File: src/rtl/mem_stage.sv
// mem_stage: data-memory access stage with req/ack bus handshake, access timeout and exception merge.
// Define MEM_ALIGN_CHECK_EN to raise ADEL/ADES on non-word-aligned addresses.
//
// state | meaning
// IDLE  | no bus access outstanding; a valid access starts here
// WAIT  | request on the bus, waiting for ack or timeout
// DRAIN | slot flushed mid-access; keep request up until ack, drop the data
// DONE  | one-cycle completion slot, load data / bus error visible
module mem_stage #(
  parameter int unsigned TIMEOUT         = 255,
  parameter int unsigned REG_SRC_LENGTH  = 2,
  parameter int unsigned EXC_TYPE_LENGTH = 4,
  parameter logic [EXC_TYPE_LENGTH-1:0] EXC_TYPE_DEFAULT = 4'd0,
  parameter logic [EXC_TYPE_LENGTH-1:0] EXC_TYPE_ADEL    = 4'd4,
  parameter logic [EXC_TYPE_LENGTH-1:0] EXC_TYPE_ADES    = 4'd5,
  parameter logic [EXC_TYPE_LENGTH-1:0] EXC_TYPE_DBE     = 4'd7
) (
  input  logic                       clk,
  input  logic                       rst,
  input  logic [31:0]                alu_result_in,
  input  logic [31:0]                reg2_data_in,
  input  logic [4:0]                 dst_reg_in,
  input  logic [31:0]                pc_in,
  input  logic                       mem_read_in,
  input  logic                       mem_write_in,
  input  logic                       cp0_write_in,
  input  logic                       reg_write_in,
  input  logic [REG_SRC_LENGTH-1:0]  reg_src_in,
  input  logic [EXC_TYPE_LENGTH-1:0] exc_type_in,
  input  logic                       bubble_in,
  input  logic                       flush_in,
  output logic                       dmem_req,
  output logic                       dmem_we,
  output logic [31:0]                dmem_addr,
  output logic [31:0]                dmem_wdata,
  input  logic                       dmem_ack,
  input  logic [31:0]                dmem_rdata,
  output logic                       stall_req,
  output logic [31:0]                mem_data_out,
  output logic [31:0]                alu_result_out,
  output logic [31:0]                pc_out,
  output logic [4:0]                 dst_reg_out,
  output logic [REG_SRC_LENGTH-1:0]  reg_src_out,
  output logic                       bubble_out,
  output logic                       reg_write_out,
  output logic                       cp0_write_out,
  output logic [EXC_TYPE_LENGTH-1:0] exc_type_out
);

  typedef enum logic [1:0] {S_IDLE, S_WAIT, S_DRAIN, S_DONE} state_t;

  localparam logic [7:0] CNT_LAST = 8'(TIMEOUT - 1);

`ifdef MEM_ALIGN_CHECK_EN
  localparam logic [1:0] ADDR_LO_MASK = 2'b11;
`else
  localparam logic [1:0] ADDR_LO_MASK = 2'b00;
`endif

  state_t      state_q, state_d;
  logic        dmem_req_q, dmem_req_d;
  logic        dmem_we_q, dmem_we_d;
  logic [31:0] dmem_addr_q, dmem_addr_d;
  logic [31:0] dmem_wdata_q, dmem_wdata_d;
  logic [31:0] mem_data_q, mem_data_d;
  logic [7:0]  cnt_q, cnt_d;
  logic        bus_err_q, bus_err_d;

  logic candidate, misaligned, valid_access, bus_err_now, new_exc;

  assign candidate = (mem_read_in | mem_write_in) & ~bubble_in &
                     (exc_type_in == EXC_TYPE_DEFAULT) & ~flush_in;

`ifdef MEM_ALIGN_CHECK_EN
  assign misaligned = candidate & (alu_result_in[1:0] != 2'b00);
`else
  assign misaligned = 1'b0;
`endif

  assign valid_access = candidate & ~misaligned;

  always_comb begin
    state_d      = state_q;
    dmem_req_d   = dmem_req_q;
    dmem_we_d    = dmem_we_q;
    dmem_addr_d  = dmem_addr_q;
    dmem_wdata_d = dmem_wdata_q;
    mem_data_d   = mem_data_q;
    cnt_d        = cnt_q;
    bus_err_d    = bus_err_q;
    case (state_q)
      S_IDLE: begin
        if (valid_access) begin
          dmem_req_d   = 1'b1;
          dmem_we_d    = mem_write_in;
          dmem_addr_d  = {alu_result_in[31:2], alu_result_in[1:0] & ADDR_LO_MASK};
          dmem_wdata_d = reg2_data_in;
          cnt_d        = 8'd0;
          state_d      = S_WAIT;
        end
      end
      S_WAIT: begin
        if (dmem_ack) begin
          if (!dmem_we_q) mem_data_d = dmem_rdata;
          dmem_req_d = 1'b0;
          state_d    = S_DONE;
        end else if (cnt_q == CNT_LAST) begin
          dmem_req_d = 1'b0;
          bus_err_d  = 1'b1;
          state_d    = S_DONE;
        end else begin
          cnt_d = cnt_q + 8'd1;
          if (flush_in) state_d = S_DRAIN;
        end
      end
      // the bus transaction must complete even though its result is dropped
      S_DRAIN: begin
        if (dmem_ack) begin
          dmem_req_d = 1'b0;
          state_d    = S_IDLE;
        end
      end
      S_DONE: begin
        bus_err_d = 1'b0;
        state_d   = S_IDLE;
      end
      default: state_d = S_IDLE;
    endcase
  end

  always_ff @(posedge clk) begin
    if (rst) begin
      state_q      <= S_IDLE;
      dmem_req_q   <= 1'b0;
      dmem_we_q    <= 1'b0;
      dmem_addr_q  <= 32'd0;
      dmem_wdata_q <= 32'd0;
      mem_data_q   <= 32'd0;
      cnt_q        <= 8'd0;
      bus_err_q    <= 1'b0;
    end else begin
      state_q      <= state_d;
      dmem_req_q   <= dmem_req_d;
      dmem_we_q    <= dmem_we_d;
      dmem_addr_q  <= dmem_addr_d;
      dmem_wdata_q <= dmem_wdata_d;
      mem_data_q   <= mem_data_d;
      cnt_q        <= cnt_d;
      bus_err_q    <= bus_err_d;
    end
  end

  // reset drops the request in the same cycle, ahead of the register
  assign dmem_req   = dmem_req_q & ~rst;
  assign dmem_we    = dmem_we_q;
  assign dmem_addr  = dmem_addr_q;
  assign dmem_wdata = dmem_wdata_q;

  assign stall_req = ~rst & (((state_q == S_IDLE) & valid_access) |
                             (state_q == S_WAIT) | (state_q == S_DRAIN));

  assign bus_err_now = (state_q == S_DONE) & bus_err_q;
  assign new_exc     = misaligned | bus_err_now;

  always_comb begin
    exc_type_out = exc_type_in;
    if (bus_err_now)      exc_type_out = EXC_TYPE_DBE;
    else if (misaligned)  exc_type_out = mem_read_in ? EXC_TYPE_ADEL : EXC_TYPE_ADES;
  end

  assign mem_data_out   = mem_data_q;
  assign alu_result_out = alu_result_in;
  assign pc_out         = pc_in;
  assign dst_reg_out    = dst_reg_in;
  assign reg_src_out    = reg_src_in;
  assign bubble_out     = bubble_in;
  assign reg_write_out  = reg_write_in & ~new_exc;
  assign cp0_write_out  = cp0_write_in & ~new_exc;

endmodule

File: config.mk
export PLATFORM = sky130hd
export DESIGN_NAME = mem_stage
export DESIGN_NICKNAME = d
export VERILOG_FILES = /design/src/rtl/mem_stage.sv
export SDC_FILE = /design/constraint.sdc
export NUM_CORES = 1
export LEC_CHECK = 0
export BUFFER_PORTS_ARGS = -buffer_cell sky130_fd_sc_hd__buf_2
export CAP_MARGIN = 25
export CELL_PAD_IN_SITES_DETAIL_PLACEMENT = 0
export CELL_PAD_IN_SITES_GLOBAL_PLACEMENT = 1
export CORE_MARGIN = 1
export CORE_UTILIZATION = 27
export DETAILED_ROUTE_END_ITERATION = 10
export PLACE_DENSITY_LB_ADDON = 0.3
export SLEW_MARGIN = 20
export SYNTH_ARGS = -nofsm -noshare
export SYNTH_HDL_FRONTEND = slang
export SYNTH_SLANG_ARGS = --single-unit
File: constraint.sdc
create_clock -name clk -period 2.4 [get_ports clk]
set_clock_uncertainty 0.2 [all_clocks]
set_input_delay 0.12 -clock clk [delete_from_list [all_inputs] [get_ports clk]]
set_output_delay 0.12 -clock clk [all_outputs]
set_load 0.005 [all_outputs]
# Yosys cells after proc, flatten, opt, wreduce, memory -nomap -nowiden
# Index checks and enable logic that the tools add are counted.
dict set report word_totals {
  register_bits 107
  inputBits 148
  word_cells 67
  out_inout_bits 177
}
dict set report classes {
  n_eq_ne 11
  n_reduce_logical 11
  muxes 19
  bitwise_logic 17
  n_addsub 1
}
# operator n
set op_table {}
lappend op_table {{2-to-1 mux 8 bit} 3}
lappend op_table {{one-hot mux 8 bit (2 select lines)} 1}
lappend op_table {{2-to-1 mux 2 bit} 5}
lappend op_table {{inequality test 2 bit (second input constant)} 5}
lappend op_table {{bitwise AND 1 bit} 9}
lappend op_table {{AND reduction 3 bit} 3}
lappend op_table {{adder 8 x 1 -> 8 bit (second input constant)} 1}
lappend op_table {{equality test 8 bit (second input constant)} 1}
lappend op_table {{one-hot mux 2 bit (4 select lines)} 1}
lappend op_table {{AND reduction 4 bit} 2}
lappend op_table {{2-to-1 mux 1 bit} 6}
lappend op_table {{NOT 1 bit} 5}
lappend op_table {{equality test 2 bit (second input constant)} 2}
lappend op_table {{logical NOT 4 bit} 1}
lappend op_table {{2-to-1 mux 4 bit} 1}
lappend op_table {{inequality test 4 bit (second input constant)} 1}
lappend op_table {{nonzero test 2 bit} 2}
lappend op_table {{inequality test 3 bit (second input constant)} 1}
lappend op_table {{bitwise OR 1 bit} 3}
lappend op_table {{one-hot mux 1 bit (3 select lines)} 1}
lappend op_table {{nonzero test 3 bit} 1}
lappend op_table {{equality test 2 x 1 -> 1 bit (second input constant)} 1}
lappend op_table {{logical NOT 2 bit} 1}
lappend op_table {{one-hot mux 1 bit (2 select lines)} 1}
lappend op_table {{AND reduction 2 bit} 1}

# Longest topological paths before layout
# Gate-level depths: netlist of the first run.
dict set report depth {
  word_depth 8
  depth_mapped 8
  ltp_nobuf 7
}

# Least setup slack after synthesis of the first run
# No wires, ideal clock.
dict set report synth_timing {
  path_type {input -> register}
  start {in exc_type_in[1]}
  end {reg cnt_q[5]}
  setup_slack_ps 281
  stages 5
  t_arrival_ps 1844
  path_cell_list {or4_4 > o41a_1 > a21o_4 > or4_1 > a31oi_1}
}
dict set report synth_via {
  elab_chain_cells 5
}
# item line
set synth_lines {}
lappend synth_lines {{start, declared} 29} ;# input logic [EXC_TYPE_LENGTH-1:0] exc_type_in,
lappend synth_lines {{logical NOT 4 bit} 72} ;# (exc_type_in == EXC_TYPE_DEFAULT) & ~flush_in;
lappend synth_lines {{bitwise AND 1 bit} 71} ;# assign candidate = (mem_read_in | mem_write_in) & ~bubble_in &
lappend synth_lines {{bitwise AND 1 bit} 72}
lappend synth_lines {{inequality test 2 bit (no line)} n/a}
lappend synth_lines {{AND reduction 4 bit (no line)} n/a}
lappend synth_lines {{end signal, assigned} 148} ;# cnt_q <= cnt_d;
lappend synth_lines {{end, declared} 66} ;# logic [7:0] cnt_q, cnt_d;
# Every way passes these cells.
# A chain may end at the register's enable or synchronous reset.

# Worst setup path after layout of the first run
dict set report layout_timing {
  start {reg state_q[1]}
  end {reg cnt_q[5]}
}
dict set report layout_via {
  elab_chain_cells 3
  elab_cells_between_ends 8
}
# item line
set layout_lines {}
lappend layout_lines {{start, declared} 60} ;# state_t state_q, state_d;
lappend layout_lines {{start signal, assigned} 142} ;# state_q <= state_d;
lappend layout_lines {{equality test 2 x 1 -> 1 bit or logical NOT 2 bit (tied branches)} 91} ;# case (state_q)
lappend layout_lines {{inequality test 2 bit (no line) or nonzero test 2 bit (tied branches)} n/a}
lappend layout_lines {{AND reduction 4 bit (no line)} n/a}
# Several ways; a longest one is shown, not always the timed one.

==> results.md, run 1 <==
* Slew Viols, Final at 0
* Status: complete, no violations
* Distinct cell type count after synthesis at 36
* Fin. Hold Viols at 0
* Rel. slew slack at 0.576
* Setup CP Type: reg -> reg
* Largest area contributor in the netlist: dfxtp_1
* Fin util at 0.404
* Vias in the first global route at 4567
* Post-synthesis sequential area ratio at 0.464
* Final min period at 2.17 ns
* 1st-iter DRT viols at 165
* Syn_area_per_cell at 7.76 µm²
* Clock tree root driver cell: clkbuf_16
* Synth top area cells: dfxtp_1 (46%), nand2_1 (16%), buf_4 (12%)
* CP Max Fanout at 8
* Number of port buffers at 240
* Chip height at 133 µm
* Number of gates resized after CTS at 0
* Most frequent cells after synthesis: nand2_1 (199), dfxtp_1 (107), a21oi_1 (103)
* CTS tree: done
* Startpoint type of the worst setup path: flop
* GRT Residual Overflow at 0
* #FFs+latches synth at 107
* P&R area growth vs syn at 45.7%
* Leakage power at 2.94 nW
* Remaining DRCs at 0
* Final setup fails at 0
* Placed cells at 956
* Most common cell in the netlist: nand2_1
* Sink Count at 107
* Io pins at 325
* Yosys warning count at 0
* Routability Congestion at 0.745
* Global-route wire length before repair at 22.3 mm
* Tcrit/Tclk final at 0.905
* # diodes at 0
* Critical path data required time at 2.48 ns
* CTS H-tree lvls at 3
* Top-area cell type share of the netlist area at 0.464
* Mapped Area at 4610 µm²
* Antenna Violating Nets Remaining at 0
* GRT Util Overall at 0.157
* Largest net degree at the start of global routing at 64
* Detailed-route via count at 4728
* Post-CTS Setup Inserts at 0
* RSZ-0062 raised after global routing: no
* Async set-reset flop share out of synthesis at 0
* EDFF count, synth at 0
* DR vias/cell at 4.43
* Max Cap Violations at 0
* Primary FF master, synth: dfxtp_1
* Cell count after synthesis at 594
* Post-layout nets at 996
* Bufs on Longest Clock Path at 2
* Share of layout cells above drive strength 1 at 0.320
* Arr. time, crit path at 2.25 ns
* Fmax at 460 MHz
* Post-CTS Hold Fix Bufs at 95
* PwrDens at 609 nW/µm²
* Max IR drop VDD at 325 µV
* Clock-pin slew on the worst setup and hold paths at 0.07 ns
* Initial core utilization at 0.277
* Placement row count at 47
* Die area at 17600 µm²
* Tightest Hold Check Type: in -> reg
* Detailed-router iteration count before antenna repair at 6
* Die X at 133 µm
* Clk_lat worst skew at 0.35 ns
* Inserted Clock Buffers at 9
* CORE AREA at 16600 µm²
* Hpwl dp at 9.33 mm
* Wire length after detailed routing at 13.8 mm
* Antenna violations before repair at 0
* Slew @ Worst Pin at 0.637 ns
* Setup tns final at 0 ns
* Fin cells at 1067
* WL/cell at 12.9 µm
* Critical path endpoint category: flop
[worst paths after layout]
path                                  from                            end  slack [ns]  cells past startpoint
min reg2reg  mem_data_out[13]$_SDFFE_PP0P_  mem_data_out[13]$_SDFFE_PP0P_        0.25                      2
max                state_q[1]$_SDFFE_PP0P_          cnt_q[5]$_SDFFE_PP0P_        0.23                      7
min                               dmem_ack         bus_err_q$_SDFFE_PP0P_        0.04                      3
max reg2reg        state_q[1]$_SDFFE_PP0P_          cnt_q[5]$_SDFFE_PP0P_        0.23                      7
[worst max-delay path: stages, from the launching register on]
cell and delay [ns]:
dfxtp_1 0.35, inv_1 0.08, ha_1 0.23, nor2b_1 0.22, o21ai_0 0.20, a21o_4 0.27
or4_1 0.39, a31oi_1 0.16
[state kept, by name (all words and copies together) (netlist names)]
| name | cells |
|---|---|
| dmem_wdata | 32 |
| mem_data_out | 32 |
| dmem_addr | 30 |
| cnt_q | 8 |
| state_q | 2 |
| bus_err_q | 1 |
| dmem_req_q | 1 |
| dmem_we | 1 |
[where the power goes]
| part | switching [mW] | internal (mW) |
|---|---|---|
| combinational | 0.407 | 0.379 |
| sequential | 0.0374 | 1.85 |
| clock | 0.682 | 0.739 |
[routing by layer]
| layer | track usage | wire length, µm | vias to the layer above |
|---|---|---|---|
| li1 | - | - | 2345 |
| met1 | 0.181 | 5900 | 2140 |
| met2 | 0.267 | 6570 | 217 |
| met3 | 0.0513 | 1060 | 26 |
| met4 | 0.0651 | 228 | 0 |
| met5 | 0 | 0 | - |
[per-stage QoR]
step,power [mW],hold slack (ns),setup slack [ns],area (µm²)
final,4.09,0.0368,0.228,6720
after global routing,4.31,0.0400,0.129,6720
after CTS,4.16,0.0249,0.237,6720
after detailed placement,2.59,0.0400,0.0508,5490
after global placement,2.58,0.0400,0.0826,5490
after floorplan,2.38,0.0560,0.281,4620
[cells in the final DEF (no fill, tap or decap), types with 2 or more instances in the layout]
| master | instances |
|---|---|
| nor2_1 | 9 |
| nand3_1 | 7 |
| and2_1 | 3 |
| nand3b_1 | 2 |
| mux2i_1 | 3 |
| clkbuf_16 | 9 |
| nand4b_1 | 2 |
| buf_2 | 239 |
| clkinv_2 | 2 |
| a21oi_1 | 103 |
| buf_4 | 9 |
| inv_1 | 7 |
| conb_1 | 2 |
| nand2b_1 | 4 |
| dlygate4sd3_1 | 95 |
| dfxtp_1 | 107 |
| o31ai_1 | 2 |
| o21ai_0 | 2 |
| nand4_1 | 2 |
| ha_1 | 6 |
| a211oi_1 | 2 |
| a31oi_1 | 4 |
| and3_1 | 2 |
| nor4_1 | 2 |
| nand2_1 | 198 |
| nor2b_1 | 3 |
[area by class of cell]
type / instances / area [µm²]
fill: 1685 / 9920
sequential: 107 / 2140
multi-input combinational: 373 / 1760
tap: 220 / 275
clock buffer: 11 / 243
clock inverter: 5 / 37.5
inverter: 7 / 26.3
timing repair buffer: 344 / 2230
[logic make-up after synthesis]
family / count (synthesis) / synth area share
buf+inv: 115 / 0.155
compound gates: 119 / 0.139
fa+ha+maj: 6 / 0.0163
mux: 3 / 0.00651
flops: 107 / 0.464
other cells: 1 / 0.000813
simple gates: 243 / 0.217
No activity file was read; power rests on OpenSTA's default activity.
==> run 2: changes to the inputs <==
Settings changed: ABC_AREA set to 1, CORE_UTILIZATION 27 to 28.
==> results.md, run 2 <==
* WL/cell at 12.3 µm
* Remaining DRCs at 0
* Post-synthesis xor/xnor area fraction at 0
* Setup CP Type: in -> out
* Multiplexer area fraction after synthesis at 0
* Slew Viols, Final at 0
* R2R cell count at 7
* Post-synthesis sequential area ratio at 0.448
* GRT Residual Overflow at 0
* Tightest Hold Check Type: in -> out
* Most common cell in the netlist: nor2_1
* Max IR drop VDD at 387 µV
* Crit-path slowest cell: dlygate4sd3_1
* Reg2Reg Setup Slack at 0.58 ns
* Clock tree root driver cell: clkbuf_16
* Bufs on Longest Clock Path at 2
* FILL cells at 1704
* Final Cell Area at 6880 µm²
* Top delay family on crit path: buffers and inverters
* Post-CTS Setup Inserts at 0
* Share of layout cells above drive strength 1 at 0.314
* Leakage power at 3.34 nW
* Io pins at 325
* PwrDens at 684 nW/µm²
* Clk_lat worst skew at 0.35 ns
* Tcrit/Tclk final at 0.874
* Die X at 133 µm
* Routability Congestion at 0.727
* R2r startpoint: state_q[1]$_SDFFE_PP0P_
* 1st-iter DRT viols at 184
* Most frequent cells after synthesis: nor2_1 (219), dfxtp_1 (107), o21ai_0 (91)
* WP depth at 10
* Synth Area in Adders at 0.0157
* Vias in the first global route at 4593
* Synth top area cells: dfxtp_1 (45%), nor2_1 (17%), buf_4 (12%)
* EDFF count, synth at 0
* Fmax at 476 MHz
* Global-route wire length before repair at 22.3 mm
* Wire length after detailed routing at 13.7 mm
* CP Buf/Inv Count at 5
* Inserted Clock Buffers at 9
* Worst setup startpoint: mem_write_in
* Compound-gate portion of the synthesized area at 0.121
* Yosys warning count at 0
* Chip height at 133 µm
* Initial core utilization at 0.287
* Area post-placement at 5630 µm²
* CTS tree: done
* Sink Count at 107
* Most frequent cells in the layout: buf_2 (240), nor2_1 (219), dfxtp_1 (107), dlygate4sd3_1 (96), o21ai_0 (91)
* CTS H-tree lvls at 3
* Final setup fails at 0
* # diodes at 0
* Die area at 17600 µm²
* Fin. Hold Viols at 0
* #FFs+latches synth at 107
* Detailed-router iteration count before antenna repair at 4
* GRT Util Overall at 0.158
* Startpoint type of the worst setup path: primary input
* CP Max Fanout at 63
* Critical path endpoint category: primary output
* RR Endpoint: mem_data_out[10]$_SDFFE_PP0P_
* Critical path cell sequence: dlygate4sd3_1 > buf_2 > inv_2 > nand2_1 > nand2_1 > nor2_4 > nand2_4 > buf_12 > a21oi_1 > buf_2
* Cell count after synthesis at 638
* Antenna Violating Nets Remaining at 0
* Overall power at 4.71 mW
* Hpwl dp at 9.15 mm
* Crit-path max cell delay at 0.52 ns
* Distinct cell type count after synthesis at 29
* Largest family of logic cells by synthesized area: simple AND/OR/NAND/NOR gates
* Placement row count at 47
* Detailed-route via count at 4718
* Number of port buffers at 240
* Primary FF master, synth: dfxtp_1
* Largest area contributor in the netlist: dfxtp_1
* Async set-reset flop share out of synthesis at 0
* Mapped Area at 4780 µm²
* Antenna violations before repair at 0
* Status: complete, no violations
* Post-layout nets at 1043
* Crit path to: stall_req
* Top-area cell type share of the netlist area at 0.448
* Setup tns final at 0 ns
* Syn_area_per_cell at 7.49 µm²
* Worst hold slack at 0.0400 ns
* Arr. time, crit path at 1.78 ns
* CORE AREA at 16600 µm²
* Critical path data required time at 2.08 ns
* P&R area growth vs syn at 43.9%
* Max Cap Violations at 0
* DR vias/cell at 4.24
* Simple logic cell fraction of the synthesized area at 0.239
* Commonest non-fill, non-tap cell in the layout: buf_2
* RSZ-0062 raised after global routing: no
* Final min period at 2.10 ns
* Largest net degree at the start of global routing at 64
-- run 2: area by class of cell --
cell class	count	area, µm²	area share
Multi-Input combinational cell	401	1810	0.262
Sequential cell	107	2140	0.311
Clock buffer	10	229	0.0333
Timing Repair Buffer	342	2260	0.328
Inverter	28	113	0.0164
Clock inverter	6	58.8	0.00855
Tap cell	220	275	0.0400
-- run 2: cells by family (layout without fill, tap and decap cells) --
logic type      count (synthesis)  count (layout)
other cells                     1               2
flops                         107             107
fa+ha+maj                       6               6
buf+inv                       131             386
compound gates                113             113
simple gates                  280             280
-- run 2: what timing repair did --
action,4_1_cts,5_1_grt
resized for setup,0,0
hold buffers,96,0
endpoints found under the hold margin,97,0
-- run 2: worst register-to-register path, cell delays in order (launching register included) --
cell and delay, ns:
dfxtp_1 0.33, inv_1 0.10, ha_1 0.28, nand2_2 0.10
nor2_2 0.20, buf_4 0.33, o21ai_0 0.13, nor2_1 0.11
-- run 2: metal layers --
metal,GRT usage,vias up,share of wire
li1,-,2432,-
met1,0.178,2091,0.43
met4,0.0626,0,0.020
met3,0.0464,32,0.068
met5,0,-,0
met2,0.278,163,0.48
-- run 2: worst min path at each step --
stage	endpoint	cells after the start	slack (ns)	from
3_5_place_dp	alu_result_out[1]	0	0.04	alu_result_in[1]
5_1_grt	pc_out[9]	0	0.04	pc_in[9]
3_3_place_gp	alu_result_out[1]	0	0.04	alu_result_in[1]
4_1_cts	alu_result_out[1]	0	0.04	alu_result_in[1]
6_report	pc_out[25]	0	0.04	pc_in[25]
2_1_floorplan	cnt_q[2]$_SDFFE_PP0P_	1	-0.01	rst
-- run 2: per-stage QoR --
step	std cells	worst slack (ns)	util
CTS	1114	0.266	0.413
global placement	1002	0.577	0.338
floorplan	639	0.788	-
finish	1114	0.301	0.413
global route	1114	0.203	0.413
detailed placement	1002	0.594	0.338
-- run 2: power breakdown --
| part | internal [mW] | switching (mW) | total [mW] |
|---|---|---|---|
| combinational | 0.539 | 0.675 | 1.21 |
| sequential | 1.95 | 0.101 | 2.05 |
| clock | 0.725 | 0.719 | 1.44 |
